## src/rtl/image_job_scheduler.sv

```systemverilog
// Round-robin job launcher for the image engine: grants one requester, pulses the
// engine reset, waits for done, lets the writer drain, then reports completion.
module image_job_scheduler #(
  parameter int NUM_REQ      = 4,
  parameter int ID_W         = 2,
  parameter int RST_CYCLES   = 2,
  parameter int FLUSH_CYCLES = 4,
  parameter int TIMEOUT      = 2000000
) (
  input  logic                 CLK,
  input  logic                 RESET,
  input  logic [NUM_REQ-1:0]   req,
  input  logic [2*NUM_REQ-1:0] req_opcode,
  output logic                 eng_rst_n,
  output logic [1:0]           eng_opcode,
  input  logic                 eng_done,
  input  logic                 wr_idle,
  output logic                 busy,
  output logic [ID_W-1:0]      grant_id,
  output logic [NUM_REQ-1:0]   job_done,
  output logic                 job_err
);

  localparam int RUN_W = (TIMEOUT > 2) ? $clog2(TIMEOUT) : 1;
  localparam int LCH_W = (RST_CYCLES > 1) ? $clog2(RST_CYCLES) : 1;
  localparam int FL_W  = (FLUSH_CYCLES > 1) ? $clog2(FLUSH_CYCLES) : 1;

  localparam logic [RUN_W-1:0] RUN_LAST = RUN_W'(TIMEOUT - 1);
  localparam logic [RUN_W-1:0] RUN_ONE  = RUN_W'(1);
  localparam logic [LCH_W-1:0] LCH_LAST = LCH_W'(RST_CYCLES - 1);
  localparam logic [FL_W-1:0]  FL_LAST  = (FLUSH_CYCLES > 0) ? FL_W'(FLUSH_CYCLES - 1) : '0;
  localparam logic [ID_W-1:0]  ID_LAST  = ID_W'(NUM_REQ - 1);
  localparam logic [1:0]       OP_ILLEGAL = 2'd3;

  typedef enum logic [2:0] {
    S_IDLE,
    S_LAUNCH,
    S_RUN,
    S_FLUSH,
    S_REPORT
  } state_t;

  state_t             r_state;
  state_t             w_state_next;
  logic               r_eng_rst_n, w_eng_rst_n_next;
  logic [1:0]         r_eng_opcode, w_eng_opcode_next;
  logic [ID_W-1:0]    r_grant_id, w_grant_id_next;
  logic [ID_W-1:0]    r_rr_ptr, w_rr_ptr_next;
  logic               r_err, w_err_next;
  logic [NUM_REQ-1:0] r_job_done, w_job_done_next;
  logic               r_job_err, w_job_err_next;
  logic [LCH_W-1:0]   r_launch_cnt, w_launch_cnt_next;
  logic [RUN_W-1:0]   r_run_cnt, w_run_cnt_next;
  logic [FL_W-1:0]    r_flush_cnt, w_flush_cnt_next;

  // Requester index at each rotation offset from the round-robin pointer.
  logic [ID_W-1:0]    w_rot_idx [NUM_REQ];
  logic [NUM_REQ-1:0] w_rot_req;
  logic [NUM_REQ-1:0] w_grant_onehot;
  logic               w_any_req;
  logic [ID_W-1:0]    w_pick_id;
  logic [1:0]         w_pick_opcode;
  logic [ID_W-1:0]    w_rr_after;

  genvar gi;
  generate
    for (gi = 0; gi < NUM_REQ; gi++) begin : g_rot
      logic [ID_W:0] w_sum;
      assign w_sum          = {1'b0, r_rr_ptr} + (ID_W+1)'(gi);
      assign w_rot_idx[gi]  = (w_sum >= (ID_W+1)'(NUM_REQ)) ? ID_W'(w_sum - (ID_W+1)'(NUM_REQ))
                                                            : ID_W'(w_sum);
      assign w_rot_req[gi]  = req[w_rot_idx[gi]];
      assign w_grant_onehot[gi] = (r_grant_id == ID_W'(gi));
    end
  endgenerate

  // Scan from the far end so the smallest offset from rr_ptr is the one kept.
  always_comb begin
    w_any_req = 1'b0;
    w_pick_id = '0;
    for (int i = NUM_REQ - 1; i >= 0; i--) begin
      if (w_rot_req[i]) begin
        w_any_req = 1'b1;
        w_pick_id = w_rot_idx[i];
      end
    end
  end

  assign w_pick_opcode = req_opcode[{w_pick_id, 1'b0} +: 2];
  assign w_rr_after    = (r_grant_id == ID_LAST) ? '0 : r_grant_id + 1'b1;

  always_ff @(posedge CLK or negedge RESET) begin
    if (!RESET) begin
      r_state      <= S_IDLE;
      r_eng_rst_n  <= 1'b0;
      r_eng_opcode <= 2'd0;
      r_grant_id   <= '0;
      r_rr_ptr     <= '0;
      r_err        <= 1'b0;
      r_job_done   <= '0;
      r_job_err    <= 1'b0;
      r_launch_cnt <= '0;
      r_run_cnt    <= '0;
      r_flush_cnt  <= '0;
    end else begin
      r_state      <= w_state_next;
      r_eng_rst_n  <= w_eng_rst_n_next;
      r_eng_opcode <= w_eng_opcode_next;
      r_grant_id   <= w_grant_id_next;
      r_rr_ptr     <= w_rr_ptr_next;
      r_err        <= w_err_next;
      r_job_done   <= w_job_done_next;
      r_job_err    <= w_job_err_next;
      r_launch_cnt <= w_launch_cnt_next;
      r_run_cnt    <= w_run_cnt_next;
      r_flush_cnt  <= w_flush_cnt_next;
    end
  end

  always_comb begin
    w_state_next      = r_state;
    w_eng_rst_n_next  = r_eng_rst_n;
    w_eng_opcode_next = r_eng_opcode;
    w_grant_id_next   = r_grant_id;
    w_rr_ptr_next     = r_rr_ptr;
    w_err_next        = r_err;
    w_job_done_next   = '0;
    w_job_err_next    = 1'b0;
    w_launch_cnt_next = r_launch_cnt;
    w_run_cnt_next    = r_run_cnt;
    w_flush_cnt_next  = r_flush_cnt;

    case (r_state)
      S_IDLE: begin
        if (w_any_req) begin
          w_grant_id_next   = w_pick_id;
          w_eng_opcode_next = w_pick_opcode;
          w_launch_cnt_next = '0;
          if (w_pick_opcode == OP_ILLEGAL) begin
            // Illegal jobs are refused without disturbing the engine.
            w_err_next   = 1'b1;
            w_state_next = S_REPORT;
          end else begin
            w_err_next       = 1'b0;
            w_eng_rst_n_next = 1'b0;
            w_state_next     = S_LAUNCH;
          end
        end
      end

      S_LAUNCH: begin
        if (r_launch_cnt == LCH_LAST) begin
          w_eng_rst_n_next = 1'b1;
          w_run_cnt_next   = '0;
          w_state_next     = S_RUN;
        end else begin
          w_launch_cnt_next = r_launch_cnt + 1'b1;
        end
      end

      S_RUN: begin
        // A done level seen in the first two RUN cycles may be stale from the last job.
        if (eng_done && (r_run_cnt > RUN_ONE)) begin
          w_flush_cnt_next = '0;
          w_state_next     = S_FLUSH;
        end else if (r_run_cnt == RUN_LAST) begin
          w_eng_rst_n_next = 1'b0;
          w_err_next       = 1'b1;
          w_state_next     = S_REPORT;
        end else begin
          w_run_cnt_next = r_run_cnt + 1'b1;
        end
      end

      S_FLUSH: begin
        if (r_flush_cnt != FL_LAST) begin
          w_flush_cnt_next = r_flush_cnt + 1'b1;
        end else if (wr_idle) begin
          w_err_next   = 1'b0;
          w_state_next = S_REPORT;
        end
      end

      S_REPORT: begin
        w_job_done_next = w_grant_onehot;
        w_job_err_next  = r_err;
        w_rr_ptr_next   = w_rr_after;
        w_state_next    = S_IDLE;
      end

      default: begin
        w_state_next = S_IDLE;
      end
    endcase
  end

  assign eng_rst_n  = r_eng_rst_n;
  assign eng_opcode = r_eng_opcode;
  assign busy       = (r_state != S_IDLE);
  assign grant_id   = r_grant_id;
  assign job_done   = r_job_done;
  assign job_err    = r_job_err;

endmodule

```

## config.mk

```make
export PLATFORM = sky130hd
export DESIGN_NAME = image_job_scheduler
export DESIGN_NICKNAME = d
export VERILOG_FILES = /design/src/rtl/image_job_scheduler.sv
export SDC_FILE = /design/constraint.sdc
export NUM_CORES = 1
export LEC_CHECK = 0
export ABC_CLOCK_PERIOD_IN_PS = 5900
export CORE_ASPECT_RATIO = 1.5
export CORE_MARGIN = 8
export CORE_UTILIZATION = 35
export DETAILED_ROUTE_END_ITERATION = 8
export MAX_ROUTING_LAYER = met4
export SYNTH_ARGS = -nofsm -noshare
export SYNTH_HDL_FRONTEND = slang
export SYNTH_SLANG_ARGS = --single-unit
```

## constraint.sdc

```tcl
create_clock -name CLK -period 5.9 [get_ports CLK]
set_input_delay 0.885 -clock CLK [delete_from_list [all_inputs] [get_ports CLK]]
set_output_delay 0.885 -clock CLK [all_outputs]
set_load 0.005 [all_outputs]
```

==> impl_metrics.toml <==
[die]
start_util_pct = 35.5
die-area_um2 = 9310
io-pin-count = 27
num_rows = 36
fp.dieH_um = 114
die_w_um = 81.5
core_area_um2 = 6350

[worst_setup_path]
cp.arrival_ns = 2.99
crit_fanout = 5
cpLargestDelayFamily = "compound AO/OA/AOI/OAI gates"
cp.required_ns = 6.10
slowest_delay_ns = 0.48
crit_buf_inv = 2
critPathKind = "in2reg"
crit_path_end_kind = "flop"
worst_path_max_delay_cell = "a21oi_1"
startpoint_type = "input port"
path_common_cell = "o221ai_1"
crit_chain = "clkdlybuf4s50_1 -> inv_1 -> o221ai_1 -> a21oi_1 -> mux2i_1 -> mux2_2 -> or2_2 -> o221ai_1"

[layout]
num_antenna_cells = 0
n_fill_cell = 645
syn_to_final_growth_pct = 17.4
nets = 283
drive_gt1_share_pct = 9.23

[sta]
finalHoldViolations = 0
rsz0062_at_grt = "false"
period_share_pct = 47.4
worst_slack_ns = 3.11
max-slew-margin-rel_pct = 41.2
fin_setup_tns_ns = 0
final.setup_skew_ns = 0.00876
whs_ns = 0.502
tightest_slew_ns = 0.881
fin_crit_ns = 2.79
max_freq_mhz = 358
finalSetupViolations = 0
slew_violations = 0

[power_and_ir_drop]
internal_power_uw = 590
pwr-share-comb_pct = 38.4
p_per_area_nw_per_um2 = 355
power_frac_seq_pct = 42.8
p_clk_share_pct = 18.8
netSwitchingPower_uw = 348
ir_drop_mv = 0.194
switching_share_pct = 37.1
p_leak_uw = 0.00112

[placement]
dp_slack_ns = 2.79
port_buffers = 26
gp_congestion = 0.741
hpwl_mm = 3.58

[clock_tree]
clk_latency_ns = 0.29
post_cts_buffers = 0
clock_sink_count = 40
cts_inserted_buffers = 5
h-tree-depth = 2
cts_resized = 0
clk_pin_slew_ns = 0.08
tritoncts = "built"
clockRootBuffer = "clkbuf_8"
clockBufferDepth = 2
hold_buffers = 0

[routing]
via_per_inst = 5.33
vias = 1790
drt_pre_antenna_iters = 4
antenna_left = 0
drt_iter0_markers = 71
wl_per_cell_um = 14.2
remaining_drc_errors = 0
wirelength_mm = 4.77

[flow_run]
maxCapViolCount = 0

[synthesis]
ys_top_cells_by_count = "dfrtp_1, nor2_1, o21ai_0, a21oi_1, nand2_1"
yosysWarnings = 0
synth_most_common_cell = "dfrtp_1"
ys.flop_type = "dfrtp_1"
synth_edf_count = 0
synthesis.area_um2 = 2250
synthTopCellsByArea = "dfrtp_1, o21ai_0, ha_1, a21oi_1, nor2_1"
syn-num-nets = 259
synth_top_area_share_pct = 44.4
synth.distinct_cells = 45
syn_avg_cell_area_um2 = 9.55
yosysSeqAreaShare_pct = 44.4
syn-instance-count = 236
synth_seq_cells = 40
async_reset_ff_share_pct = 100
synth_top_cell_by_area = "dfrtp_1"

[global_route]
grt_pass1_vias = 1828
track_usage_pct = 11.7
antenna_found_initial = 0
grt_pass1_wl_mm = 8.45
overflow = 0
grt_max_degree = 41

[run_status]
status = "completed"

[min_path]
min_path_type = "reg2reg"
[kinds of logic after synthesis]
group / Yosys count / share of synthesized area (%)
adder cells (fa/ha/maj): 7 / 3.89
flip-flops: 40 / 44.4
buffers and inverters: 20 / 3.72
AND/OR/NAND/NOR: 95 / 23.5
multiplexers: 11 / 5.22
AO/OA/AOI/OAI: 54 / 15.7
XOR/XNOR: 9 / 3.50
[through the flow]
step                      power, µW  area (µm²)  std cells  util [%]
final                           938        2650        336      41.7
after global routing           1010        2650        336      41.7
after CTS                       953        2650        336      41.7
after detailed placement        773        2560        329      40.4
after global placement          765        2560        329      40.4
after floorplan                 648        2250        236         -
[layer usage]
metal	GRT usage (%)	routed length, µm
met4	5.51	117
met5	-	0
met2	19.8	2520
met1	12.3	1950
met3	2.99	178
[worst register-to-register path, cell delays in order, from the launching register on]
cell	delay, ns
dfrtp_1	0.43
or4_4	0.59
nor4_2	0.46
o21ai_0	0.16
o211ai_1	0.41
nor3_1	0.15
xnor2_1	0.18
nor2_1	0.05
[final timing paths]
check | start | to | slack (ns) | cells past startpoint
setup / recovery | req[0] | eng_rst_n | 3.11 | 8
min in group asynchronous | RESET | r_run_cnt[10] | 0.70 | 1
setup reg to reg | r_run_cnt[12] | r_run_cnt[20] | 3.34 | 7
max in group asynchronous | RESET | r_run_cnt[1] | 4.64 | 1
hold reg to reg | eng_opcode[1] | eng_opcode[1] | 0.50 | 2
hold / removal | eng_opcode[1] | eng_opcode[1] | 0.50 | 2
[area by class of cell]
| type | instances | area, µm² | area share [%] |
|---|---|---|---|
| clock inverter | 2 | 12.5 | 0.473 |
| tap | 76 | 95.1 | 3.59 |
| multi-input combinational | 176 | 1170 | 44.2 |
| timing repair buffer | 27 | 263 | 9.93 |
| sequential | 40 | 1000 | 37.8 |
| clock buffer | 5 | 68.8 | 2.60 |
| inverter | 10 | 37.5 | 1.42 |
[power groups by stage]
stage	Clock (µW)	Combinational, µW	Sequential [µW]
2_1_floorplan	0	274	374
5_1_grt	194	406	413
6_report	176	360	402
3_5_place_dp	0	365	408
4_1_cts	182	368	403
3_3_place_gp	0	358	406
[state kept, by name, summed over array words and instances, names as in the netlist]
signal,cells
eng_opcode,2
eng_rst_n,1
r_err,1
r_run_cnt,21
job_err,1
job_done,4
grant_id,2
r_flush_cnt,2
r_state,3
r_rr_ptr,2
r_launch_cnt,1
[cell usage in the layout, fill, tap and decap left out, types with 3 or more instances in the layout]
master	instances
nor3_1	5
nor4_1	3
nand2_1	15
xnor2_1	5
a22o_1	3
mux2_2	6
a21oi_1	16
and3_1	5
clkdlybuf4s50_1	25
clkbuf_8	5
or2_2	3
xor2_1	4
nand4_1	3
nor2_1	21
o21ai_0	19
nand2b_1	3
inv_1	10
nand3_1	9
ha_1	7
o221ai_1	3
or3_1	10
and2_1	6
dfrtp_1	40
mux2i_1	5
No activity file was read; power rests on OpenSTA's default activity.
